File: config.mk
export PLATFORM = sky130hd
export DESIGN_NAME = btn_conditioner
export DESIGN_NICKNAME = d
export VERILOG_FILES = /design/src/rtl/btn_pkg.sv /design/src/rtl/btn_channel.sv /design/src/rtl/btn_conditioner.sv
export SDC_FILE = /design/constraint.sdc
export NUM_CORES = 1
export LEC_CHECK = 0
export CAP_MARGIN = 10
export CORE_UTILIZATION = 65
export CTS_CLUSTER_SIZE = 16
export DETAILED_ROUTE_END_ITERATION = 10
export GPL_TIMING_DRIVEN = 0
export PLACE_DENSITY = 0.95
export SLEW_MARGIN = 20
export SYNTH_ARGS = -nofsm -noshare
export SYNTH_HDL_FRONTEND = slang
export SYNTH_SLANG_ARGS = --single-unit
File: constraint.sdc
create_clock -name clk -period 4.8 [get_ports clk]
set_clock_uncertainty 0.05 [all_clocks]
set_input_delay 0.96 -clock clk [delete_from_list [all_inputs] [get_ports clk]]
set_output_delay 0.96 -clock clk [all_outputs]
set_load 0.02 [all_outputs]
File: src/rtl/btn_pkg.sv
// Shared types and helpers for the button conditioner.
package btn_pkg;

  typedef enum logic [2:0] {
    ST_IDLE         = 3'd0,
    ST_PRESS_WAIT   = 3'd1,
    ST_HELD         = 3'd2,
    ST_REPEAT       = 3'd3,
    ST_RELEASE_WAIT = 3'd4
  } btn_state_e;

  // One spare bit above the largest terminal count so the counter can never wrap.
  function automatic int unsigned cnt_width(input int unsigned a,
                                            input int unsigned b,
                                            input int unsigned c);
    int unsigned m;
    m = a;
    if (b > m) m = b;
    if (c > m) m = c;
    return $unsigned($clog2(m)) + 32'd1;
  endfunction

endpackage

File: src/rtl/btn_channel.sv
// One button channel: 2-flop synchronizer, debounce/auto-repeat FSM and counter.
module btn_channel
  import btn_pkg::*;
#(
  parameter int unsigned CLKS_TO_WAIT  = 2500000,
  parameter int unsigned REPEAT_DELAY  = 12500000,
  parameter int unsigned REPEAT_PERIOD = 2500000
) (
  input  logic clk,
  input  logic rst,
  input  logic i_e_debug,
  input  logic i_repeat_en,
  input  logic i_btn,
  output logic o_level,
  output logic o_pulse,
  output logic o_release
);

  localparam int unsigned CW = cnt_width(CLKS_TO_WAIT, REPEAT_DELAY, REPEAT_PERIOD);
  localparam logic [CW-1:0] STABLE_LAST = CW'(CLKS_TO_WAIT - 1);
  localparam logic [CW-1:0] DELAY_LAST  = CW'(REPEAT_DELAY - 1);
  localparam logic [CW-1:0] PERIOD_LAST = CW'(REPEAT_PERIOD - 1);

  logic          r_sync1;
  logic          r_sync2;
  btn_state_e    r_state;
  btn_state_e    w_state_nxt;
  logic [CW-1:0] r_cnt;
  logic [CW-1:0] w_cnt_nxt;
  logic          r_level;
  logic          r_pulse;
  logic          r_release;
  logic          w_level_nxt;
  logic          w_pulse_nxt;
  logic          w_release_nxt;

  always_ff @(posedge clk) begin
    if (rst) begin
      r_sync1   <= 1'b0;
      r_sync2   <= 1'b0;
      r_state   <= ST_IDLE;
      r_cnt     <= '0;
      r_level   <= 1'b0;
      r_pulse   <= 1'b0;
      r_release <= 1'b0;
    end else begin
      r_sync1   <= i_btn;
      r_sync2   <= r_sync1;
      r_state   <= w_state_nxt;
      r_cnt     <= w_cnt_nxt;
      r_level   <= w_level_nxt;
      r_pulse   <= w_pulse_nxt;
      r_release <= w_release_nxt;
    end
  end

  // Bypass outputs are computed from the first flop so the registered result equals "synced".
  always_comb begin
    w_state_nxt   = r_state;
    w_cnt_nxt     = r_cnt;
    w_level_nxt   = r_level;
    w_pulse_nxt   = 1'b0;
    w_release_nxt = 1'b0;

    if (i_e_debug) begin
      w_state_nxt   = ST_IDLE;
      w_cnt_nxt     = '0;
      w_level_nxt   = r_sync1;
      w_pulse_nxt   = r_sync1 & ~r_sync2;
      w_release_nxt = ~r_sync1 & r_sync2;
    end else begin
      unique case (r_state)
        ST_IDLE: begin
          if (r_sync2) begin
            w_state_nxt = ST_PRESS_WAIT;
            w_cnt_nxt   = '0;
          end
        end
        ST_PRESS_WAIT: begin
          if (!r_sync2) begin
            w_state_nxt = ST_IDLE;
            w_cnt_nxt   = '0;
          end else if (r_cnt == STABLE_LAST) begin
            w_state_nxt = ST_HELD;
            w_pulse_nxt = 1'b1;
            w_cnt_nxt   = '0;
          end else begin
            w_cnt_nxt = r_cnt + CW'(1);
          end
        end
        ST_HELD: begin
          if (!r_sync2) begin
            w_state_nxt = ST_RELEASE_WAIT;
            w_cnt_nxt   = '0;
          end else if (!i_repeat_en) begin
            w_cnt_nxt = '0;
          end else if (r_cnt == DELAY_LAST) begin
            w_state_nxt = ST_REPEAT;
            w_pulse_nxt = 1'b1;
            w_cnt_nxt   = '0;
          end else begin
            w_cnt_nxt = r_cnt + CW'(1);
          end
        end
        ST_REPEAT: begin
          if (!r_sync2) begin
            w_state_nxt = ST_RELEASE_WAIT;
            w_cnt_nxt   = '0;
          end else if (!i_repeat_en) begin
            w_state_nxt = ST_HELD;
            w_cnt_nxt   = '0;
          end else if (r_cnt == PERIOD_LAST) begin
            w_pulse_nxt = 1'b1;
            w_cnt_nxt   = '0;
          end else begin
            w_cnt_nxt = r_cnt + CW'(1);
          end
        end
        ST_RELEASE_WAIT: begin
          if (r_sync2) begin
            w_state_nxt = ST_HELD;
            w_cnt_nxt   = '0;
          end else if (r_cnt == STABLE_LAST) begin
            w_state_nxt   = ST_IDLE;
            w_release_nxt = 1'b1;
            w_cnt_nxt     = '0;
          end else begin
            w_cnt_nxt = r_cnt + CW'(1);
          end
        end
        default: begin
          w_state_nxt = ST_IDLE;
          w_cnt_nxt   = '0;
        end
      endcase
      // Level tracks whether the channel is in an accepted-press state after this edge.
      w_level_nxt = (w_state_nxt == ST_HELD) || (w_state_nxt == ST_REPEAT) ||
                    (w_state_nxt == ST_RELEASE_WAIT);
    end
  end

  assign o_level   = r_level;
  assign o_pulse   = r_pulse;
  assign o_release = r_release;

endmodule

File: src/rtl/btn_conditioner.sv
// Multi-channel button conditioner: one independent btn_channel per button.
module btn_conditioner
  import btn_pkg::*;
#(
  parameter int unsigned N_BUTTONS     = 3,
  parameter int unsigned CLKS_TO_WAIT  = 2500000,
  parameter int unsigned REPEAT_DELAY  = 12500000,
  parameter int unsigned REPEAT_PERIOD = 2500000
) (
  input  logic                 clk,
  input  logic                 rst,
  input  logic                 e_debug,
  input  logic [N_BUTTONS-1:0] repeat_en,
  input  logic [N_BUTTONS-1:0] btns_in,
  output logic [N_BUTTONS-1:0] btns_level,
  output logic [N_BUTTONS-1:0] btns_pulse,
  output logic [N_BUTTONS-1:0] btns_release
);

  for (genvar g = 0; g < int'(N_BUTTONS); g++) begin : g_ch
    btn_channel #(
      .CLKS_TO_WAIT (CLKS_TO_WAIT),
      .REPEAT_DELAY (REPEAT_DELAY),
      .REPEAT_PERIOD(REPEAT_PERIOD)
    ) u_ch (
      .clk        (clk),
      .rst        (rst),
      .i_e_debug  (e_debug),
      .i_repeat_en(repeat_en[g]),
      .i_btn      (btns_in[g]),
      .o_level    (btns_level[g]),
      .o_pulse    (btns_pulse[g]),
      .o_release  (btns_release[g])
    );
  end

endmodule
==> results of run 1 <==
flip-flops by register name, summed over array words and instances, names as in the netlist:
name,flops
g_ch.u_ch.r_sync2,3
g_ch.u_ch.o_pulse,3
g_ch.u_ch.o_level,3
g_ch.u_ch.r_cnt,75
g_ch.u_ch.o_release,3
g_ch.u_ch.r_state,9
g_ch.u_ch.r_sync1,3
placed cells by master (no fill, tap or decap), types with 18 or more instances in the layout:
| cell type | netlist | routed |
|---|---|---|
| inv_1 | 29 | 29 |
| o21ai_0 | 39 | 39 |
| nor4_1 | 19 | 19 |
| o211ai_1 | 28 | 28 |
| nand3_1 | 41 | 41 |
| clkbuf_1 | 24 | 24 |
| nand2_1 | 119 | 119 |
| nor2b_1 | 18 | 18 |
| dfxtp_1 | 99 | 99 |
| nor2_1 | 47 | 47 |
worst paths after layout:
path	slack (ns)	depth (start not counted)	start	endpoint
worst min register to register	0.45	2	g_ch[2].u_ch.r_cnt[1]	g_ch[2].u_ch.r_cnt[1]
worst max register to register	2.21	6	g_ch[2].u_ch.r_cnt[0]	g_ch[2].u_ch.r_cnt[16]
worst max-delay path	1.80	7	rst	g_ch[1].u_ch.r_cnt[14]
worst min-delay path	0.45	2	g_ch[2].u_ch.r_cnt[1]	g_ch[2].u_ch.r_cnt[1]
cells by family after synthesis:
logic type	synth area share
buf+inv	0.0655
compound gates	0.243
mux	0.00166
xor+xnor	0.0145
fa+ha+maj	0.00624
flops	0.329
simple gates	0.340
power groups by stage:
| stage | clock (mW) | sequential, mW | combinational (mW) |
|---|---|---|---|
| 2_1_floorplan | 0 | 0.860 | 0.0511 |
| 3_3_place_gp | 0 | 0.863 | 0.0741 |
| 3_5_place_dp | 0 | 0.864 | 0.0768 |
| 4_1_cts | 0.526 | 0.845 | 0.0770 |
| 5_1_grt | 0.561 | 0.847 | 0.0848 |
| 6_report | 0.527 | 0.845 | 0.0786 |
final cells by class:
type | instances | area (sq um)
plain buffers | 54 | 285
clock buffers | 10 | 138
clock inverters | 6 | 48.8
fillers | 661 | 2350
inverters | 29 | 109
multi-input cells | 591 | 3640
flip-flops and latches | 99 | 1980
well taps | 108 | 135
repair buffers | 16 | 160
layer usage:
layer,routed length (um),share of wire
met1,6370,0.40
met2,7830,0.49
met3,1250,0.078
met4,540,0.034
met5,0,0
per-stage QoR:
stage,setup WS (ns),utilization
final,1.80,0.735
after global routing,1.71,0.735
after CTS,1.86,0.735
after detailed placement,1.48,0.714
after global placement,1.54,0.714
after floorplan,2.31,-
critical path, cell delays in order:
cell	delay [ns]
clkdlybuf4s50_1	0.45
or2_0	0.37
clkbuf_1	0.33
nor2_1	0.41
clkbuf_1	0.50
nor2_1	0.09
a22oi_1	0.16
==> results.json, run 1 <==
{
  "status": "finished, violations left",
  "violations": "DRC",
  "synth-seq-cells": 99,
  "required_ns": 5.05,
  "start_util": 0.680,
  "path_clk_slew_ns": 0.10,
  "switchingPower_uw": 381,
  "gr-usage-all-layers": 0.333,
  "worstSetupStartpointType": "primary input",
  "grt_pass1_vias": 5931,
  "drcViolationCount": 1,
  "netSwitchingFraction": 0.263,
  "fin_cells": 913,
  "htreeDepth": 3,
  "ys_top_cells_by_count": "nand2_1, dfxtp_1, nor2_1, nand3_1, o21ai_0",
  "yosysSeqAreaShare": 0.329,
  "root_buffer": "clkbuf_8",
  "hpwl_um": 11100,
  "yosysTopAreaCellShare": 0.329,
  "total_power_mw": 1.45,
  "drt-total-wl_um": 16000,
  "overflow": 0,
  "dpl-instance-area_sq_um": 6320,
  "worstMarginPinSlew_ns": 1.02,
  "hp-class": "register to register",
  "wl_per_cell_um": 17.5,
  "synth.avg_cell_area_sq_um": 7.79,
  "yosysTopAreaCell": "dfxtp_1",
  "seqPwrFrac": 0.583,
  "yosysMostFrequentCell": "nand2_1",
  "design.die.area_sq_um": 9650,
  "rows": 34,
  "cts_hold_buffers": 0,
  "irDropWorstVdd_mv": 0.166,
  "yosysUniqueCellTypes": 81,
  "finalHoldViolCount": 0,
  "cts_buffers": 9,
  "fin_crit_ns": 3.00,
  "netlist_instances": 773,
  "grtUsageMet1": 0.398,
  "ant_nets": 0,
  "yosys_warnings": 0,
  "max_freq_ghz": 0.333,
  "clockPowerShare": 0.363,
  "cts_tree": "done",
  "ys.flop_type": "dfxtp_1",
  "post_cts_buffers": 0,
  "power.static_leakage_nw": 2.24,
  "syn_nets": 785,
  "cp-end-kind": "register",
  "syn-cell-area_sq_um": 6020,
  "synth_edf_count": 0,
  "setup_tns_ns": 0,
  "finalInstanceArea_sq_um": 6500,
  "crit_path_max_fanout": 10,
  "portBuffers": 16,
  "clockBufferDepth": 2,
  "worstSkewPairLatency_ns": 0.38,
  "drtIter0Drc": 685,
  "path_class": "primary input to register",
  "antenna_found_initial": 0,
  "die_w_um": 98.2,
  "nets": 812,
  "gp_congestion": 0.968,
  "whs_ns": 0.446,
  "vias": 6314,
  "clock_sinks": 99,
  "p_per_area_nw_per_um2": 223,
  "cap_violations": 0,
  "power_frac_comb": 0.054,
  "grtUsageMet3": 0.0616,
  "diodes": 0,
  "synth_area_leaders": "dfxtp_1, nand2_1, o211ai_1",
  "drive_above_1_share": 0.0807,
  "use_met2": 0.570,
  "slew_viol_final": 0,
  "die_y_um": 98.2,
  "area_growth_pct": 8.00,
  "rsz0062_at_grt": "no",
  "top_level_ports": 18,
  "grt_max_degree": 18,
  "vias_per_cell": 6.92,
  "dp_cells": 897,
  "dr.pass1.iters": 9,
  "cts_resized": 0,
  "grt_pass1_wl_um": 26600,
  "slew_headroom": 0.314,
  "core_sq_um": 8850,
  "ys_async_sr_fraction": 0,
  "p_int_mw": 1.07,
  "busiest_layer": "met2",
  "period_share": 0.625,
  "setup_violations": 0,
  "cp.arrival_ns": 3.26
}
Power figures use the tool's default switching activity.
==> inputs of run 2 (changes only) <==
- CORE_UTILIZATION: 65 -> 62
- PLACE_DENSITY: 0.95 -> 0.91
- clock period: 4.8 -> 2.8 ns (I/O delays scaled with it)
==> run 2 against run 1 <==
The run now ends clean. Cell count up 2.3%. Worst setup slack worse by 1.7 ns. Total power up 70%. Critical path depth unchanged. Sequential power up 72%. Register-to-register slack worse by 2.0 ns. Non-clock buffer count unchanged. Critical path type unchanged.
==> results.json, run 2 (synthesis results as in run 1) <==
{
  "status": "finished clean",
  "area_growth_pct": 8.56,
  "clockPowerShare": 0.359,
  "rows": 35,
  "cts_resized": 0,
  "ant_nets": 0,
  "p_per_area_nw_per_um2": 378,
  "finalHoldViolCount": 0,
  "netSwitchingFraction": 0.259,
  "clockBufferDepth": 2,
  "start_util": 0.645,
  "slew_headroom": 0.385,
  "required_ns": 2.99,
  "worstSetupStartpointType": "primary input",
  "power_frac_comb": 0.055,
  "dr.pass1.iters": 6,
  "core_sq_um": 9330,
  "gp_congestion": 0.925,
  "largest_reg_flops": 75,
  "hpwl_um": 11300,
  "vias": 6231,
  "setup_tns_ns": 0,
  "die_w_um": 101,
  "clock_sinks": 99,
  "overflow": 0,
  "grt_pass1_wl_um": 26700,
  "p_int_mw": 1.83,
  "setup_violations": 0,
  "top_level_ports": 18,
  "irDropWorstVdd_mv": 0.270,
  "path_class": "primary input to register",
  "drtIter0Drc": 574,
  "cts_hold_buffers": 0,
  "path_clk_slew_ns": 0.10,
  "drt-total-wl_um": 16200,
  "max_freq_ghz": 0.375,
  "layout_commonest_cell": "nand2_1",
  "power.static_leakage_nw": 2.24,
  "wl_per_cell_um": 17.3,
  "worstMarginPinSlew_ns": 0.913,
  "period_share": 0.953,
  "portBuffers": 16,
  "whs_ns": 0.449,
  "hp-class": "register to register",
  "die_y_um": 101,
  "fin_crit_ns": 2.67,
  "post_cts_buffers": 0,
  "rsz0062_at_grt": "no",
  "gr-usage-all-layers": 0.327,
  "slew_viol_final": 0,
  "cp-end-kind": "register",
  "worstSkewPairLatency_ns": 0.37,
  "nets": 812,
  "htreeDepth": 3,
  "top_register": "g_ch.u_ch.r_cnt",
  "drcViolationCount": 0,
  "root_buffer": "clkbuf_8",
  "cts_buffers": 9,
  "mostFrequentLayoutCells": "nand2_1, dfxtp_1, nor2_1",
  "largestRegisters": "g_ch.u_ch.r_cnt: 75 flops, g_ch.u_ch.r_state: 9 flops",
  "drive_above_1_share": 0.0820,
  "crit_path_max_fanout": 10,
  "antenna_found_initial": 0,
  "seqPwrFrac": 0.586,
  "grt_pass1_vias": 5758,
  "switchingPower_uw": 640,
  "diodes": 0,
  "grt_max_degree": 18,
  "cts_tree": "done",
  "design.die.area_sq_um": 10100,
  "vias_per_cell": 6.67,
  "cp.arrival_ns": 2.86,
  "cap_violations": 0
}
[run 2: cell types whose count changed in the layout (fill, tap and decap cells not counted), sizes merged]
cell	before	now
clkinv	1	3
clkinvlp	3	2
inv	31	30
[run 2: cell type report]
type	count	area, sq um
Clock buffer	10	138
Inverter	29	109
Multi-Input combinational cell	591	3650
Tap cell	129	161
Timing Repair Buffer	16	160
Buffer	54	285
Fill cell	766	2790
Clock inverter	6	50.0
Sequential cell	99	1980
[run 2: metrics by stage]
step                 util  power, mW  setup slack [ns]  cell area (sq um)  std cells
finish              0.701       2.47             0.132               6540        934
global route        0.701       2.56            0.0420               6540        934
CTS                 0.700       2.48             0.182               6530        934
global placement    0.680       1.61           -0.0913               6340        918
floorplan               -       1.56             0.708               6020        773
detailed placement  0.680       1.61            -0.177               6340        918
[run 2: power groups by stage]
| stage | sequential, mW | combinational (mW) | clock (mW) |
|---|---|---|---|
| after floorplan | 1.47 | 0.0876 | 0 |
| after global placement | 1.48 | 0.128 | 0 |
| after detailed placement | 1.48 | 0.133 | 0 |
| after CTS | 1.45 | 0.133 | 0.897 |
| after global routing | 1.45 | 0.146 | 0.961 |
| final | 1.45 | 0.136 | 0.887 |
[run 2: routing by layer]
layer | vias to the layer above | track usage | part of all wire
met4 | 0 | 0.186 | 0.042
li1 | 2943 | - | -
met3 | 73 | 0.0541 | 0.084
met5 | - | 0 | 0
met2 | 353 | 0.543 | 0.48
met1 | 2862 | 0.401 | 0.39
[run 2: worst paths after layout]
path	startpoint	end	slack (ns)	cells after the start
worst min-delay path	g_ch[0].u_ch.r_sync1	g_ch[0].u_ch.r_sync2	0.45	1
worst min register to register	g_ch[0].u_ch.r_sync1	g_ch[0].u_ch.r_sync2	0.45	1
worst max-delay path	rst	g_ch[1].u_ch.r_cnt[17]	0.13	7
worst max register to register	g_ch[1].u_ch.r_cnt[0]	g_ch[1].u_ch.r_cnt[23]	0.20	8
[run 2: critical path, stage by stage]
cell             delay (ns)
clkdlybuf4s50_1        0.51
or2_0                  0.44
clkbuf_1               0.52
nor2_1                 0.23
clkbuf_1               0.33
nand2_1                0.16
o211ai_1               0.10
==> inputs of run 3 (changes only) <==
- CTS_CLUSTER_SIZE: 16 -> 10
- MAX_ROUTING_LAYER: default -> met4
==> run 3 against run 2 <==
Core utilization hardly changed. Routed wire length grew 0.12%. Clock-buffer cell count is 1 lower. Fmax increased by 2.3%. First-iteration DRC count down 0.17%. Combinational power about the same. Worst setup slack better by 0.061 ns. Cell count unchanged. Sequential power is essentially flat. Flip-flop and latch count unchanged. Non-clock buffer count did not move. Worst hold slack got worse by 0.010 ns.
==> results.json, run 3 (synthesis results as in run 1) <==
{
  "largest_reg_flops": 75,
  "min_to": "g_ch[1].u_ch.r_sync2",
  "ant_nets": 0,
  "total_power_mw": 2.48,
  "cts_hold_buffers": 0,
  "routed.top_layer": "met4",
  "die_w_um": 101,
  "irDropWorstVdd_mv": 0.283,
  "worstSkewPairLatency_ns": 0.39,
  "cp-end-kind": "register",
  "drtIter0Drc": 573,
  "area_growth_pct": 8.50,
  "grt_max_degree": 19,
  "start_util": 0.645,
  "cap_violations": 0,
  "path_clk_slew_ns": 0.11,
  "crit_start": "rst",
  "nets": 812,
  "status": "finished clean",
  "core_sq_um": 9330,
  "timing.rr.end": "g_ch[1].u_ch.r_cnt[18]",
  "root_buffer": "clkbuf_8",
  "max_freq_ghz": 0.384,
  "power.static_leakage_nw": 2.24,
  "dpl_worst_slack_ns": -0.126,
  "hp-class": "register to register",
  "top_register": "g_ch.u_ch.r_cnt",
  "post_cts_buffers": 0,
  "finalHoldViolCount": 0,
  "layout_commonest_cell": "nand2_1",
  "cts_buffers": 9,
  "slew_headroom": 0.392,
  "vias": 6221,
  "worstMarginPinSlew_ns": 0.904,
  "vias_per_cell": 6.66,
  "gp_congestion": 0.932,
  "clock_sinks": 99,
  "grt_pass1_wl_um": 26700,
  "cts_tree": "done",
  "dp_cells": 918,
  "wl_met2_um": 8010,
  "die_y_um": 101,
  "rows": 35,
  "mostFrequentLayoutCells": "nand2_1, dfxtp_1, nor2_1",
  "top_level_ports": 18,
  "fin_crit_ns": 2.61,
  "gr-usage-all-layers": 0.336,
  "cp.arrival_ns": 2.81,
  "rsz0062_at_grt": "no",
  "worst_slack_ns": 0.194,
  "clockBufferDepth": 2,
  "largestRegisters": "g_ch.u_ch.r_cnt: 75 flops, g_ch.u_ch.r_state: 9 flops",
  "r2r_slack_ns": 0.26,
  "setup_violations": 0,
  "design.die.area_sq_um": 10100,
  "min_path_cells": 1,
  "period_share": 0.931,
  "crit_path_max_fanout": 10,
  "grt_pass1_vias": 5791,
  "p_per_area_nw_per_um2": 380,
  "rr_startpoint": "g_ch[1].u_ch.r_cnt[0]",
  "antenna_found_initial": 0,
  "dr_wl_met3_um": 997,
  "drcViolationCount": 0,
  "diodes": 0,
  "reg2reg_depth": 8,
  "overflow": 0,
  "drive_above_1_share": 0.0820,
  "dr.pass1.iters": 8,
  "fin_cells": 934,
  "path_class": "primary input to register",
  "drt-total-wl_um": 16200,
  "utilization": 0.700,
  "wl_per_cell_um": 17.3,
  "cts_resized": 0,
  "required_ns": 3.00,
  "worstSetupStartpointType": "primary input",
  "hpwl_um": 11300,
  "met1_length_um": 6620,
  "hold_start": "g_ch[1].u_ch.r_sync1",
  "slew_viol_final": 0,
  "dpl-instance-area_sq_um": 6340,
  "htreeDepth": 3,
  "portBuffers": 16,
  "finalInstanceArea_sq_um": 6530
}
## run 3: cell types whose count changed in the layout (fill, tap and decap cells not counted)
cell / previous run / this run
clkinv_4: 3 / 1
clkinvlp_4: 2 / 3
clkbuf_8: 10 / 9
inv_6: 1 / 2
inv_8: 0 / 1
## run 3: worst max-delay path, stage by stage
cell and delay (ns):
clkdlybuf4s50_1 0.51, or2_0 0.43, clkbuf_1 0.50, nor2_1 0.22, clkbuf_1 0.32, nand2_1 0.16
o21ai_0 0.10
## run 3: per-layer routing
| metal | vias up | track usage |
|---|---|---|
| met5 | - | - |
| met4 | 0 | 0.161 |
| met3 | 72 | 0.0548 |
| met2 | 291 | 0.556 |
| met1 | 2913 | 0.399 |
| li1 | 2945 | - |
## run 3: final cells by class
type / instances / area, sq um
timing repair buffer: 16 / 160
clock buffer: 9 / 124
buffer: 54 / 285
tap: 129 / 161
fill: 765 / 2800
sequential: 99 / 1980
inverter: 29 / 109
multi-input combinational: 591 / 3650
clock inverter: 7 / 60.1
## run 3: per-stage QoR
step	hold WS (ns)	setup TNS, ns
floorplan	0.408	0
global placement	0.422	-1.41
detailed placement	0.430	-1.75
CTS	0.445	0
global route	0.465	0
finish	0.439	0
## run 3: how the worst max path moves through the flow
stage and end:
2_1_floorplan g_ch[1].u_ch.r_cnt[13], 3_3_place_gp g_ch[1].u_ch.r_cnt[17], 3_5_place_dp g_ch[1].u_ch.r_cnt[20], 4_1_cts g_ch[1].u_ch.r_cnt[1]
5_1_grt g_ch[1].u_ch.r_cnt[23], 6_report g_ch[1].u_ch.r_cnt[1]
## run 3: power breakdown
group | total (mW) | internal [mW] | switching [mW]
Clock | 0.896 | 0.337 | 0.559
Combinational | 0.136 | 0.0499 | 0.0856
Sequential | 1.45 | 1.43 | 0.0218
Total | 2.48 | 1.82 | 0.667
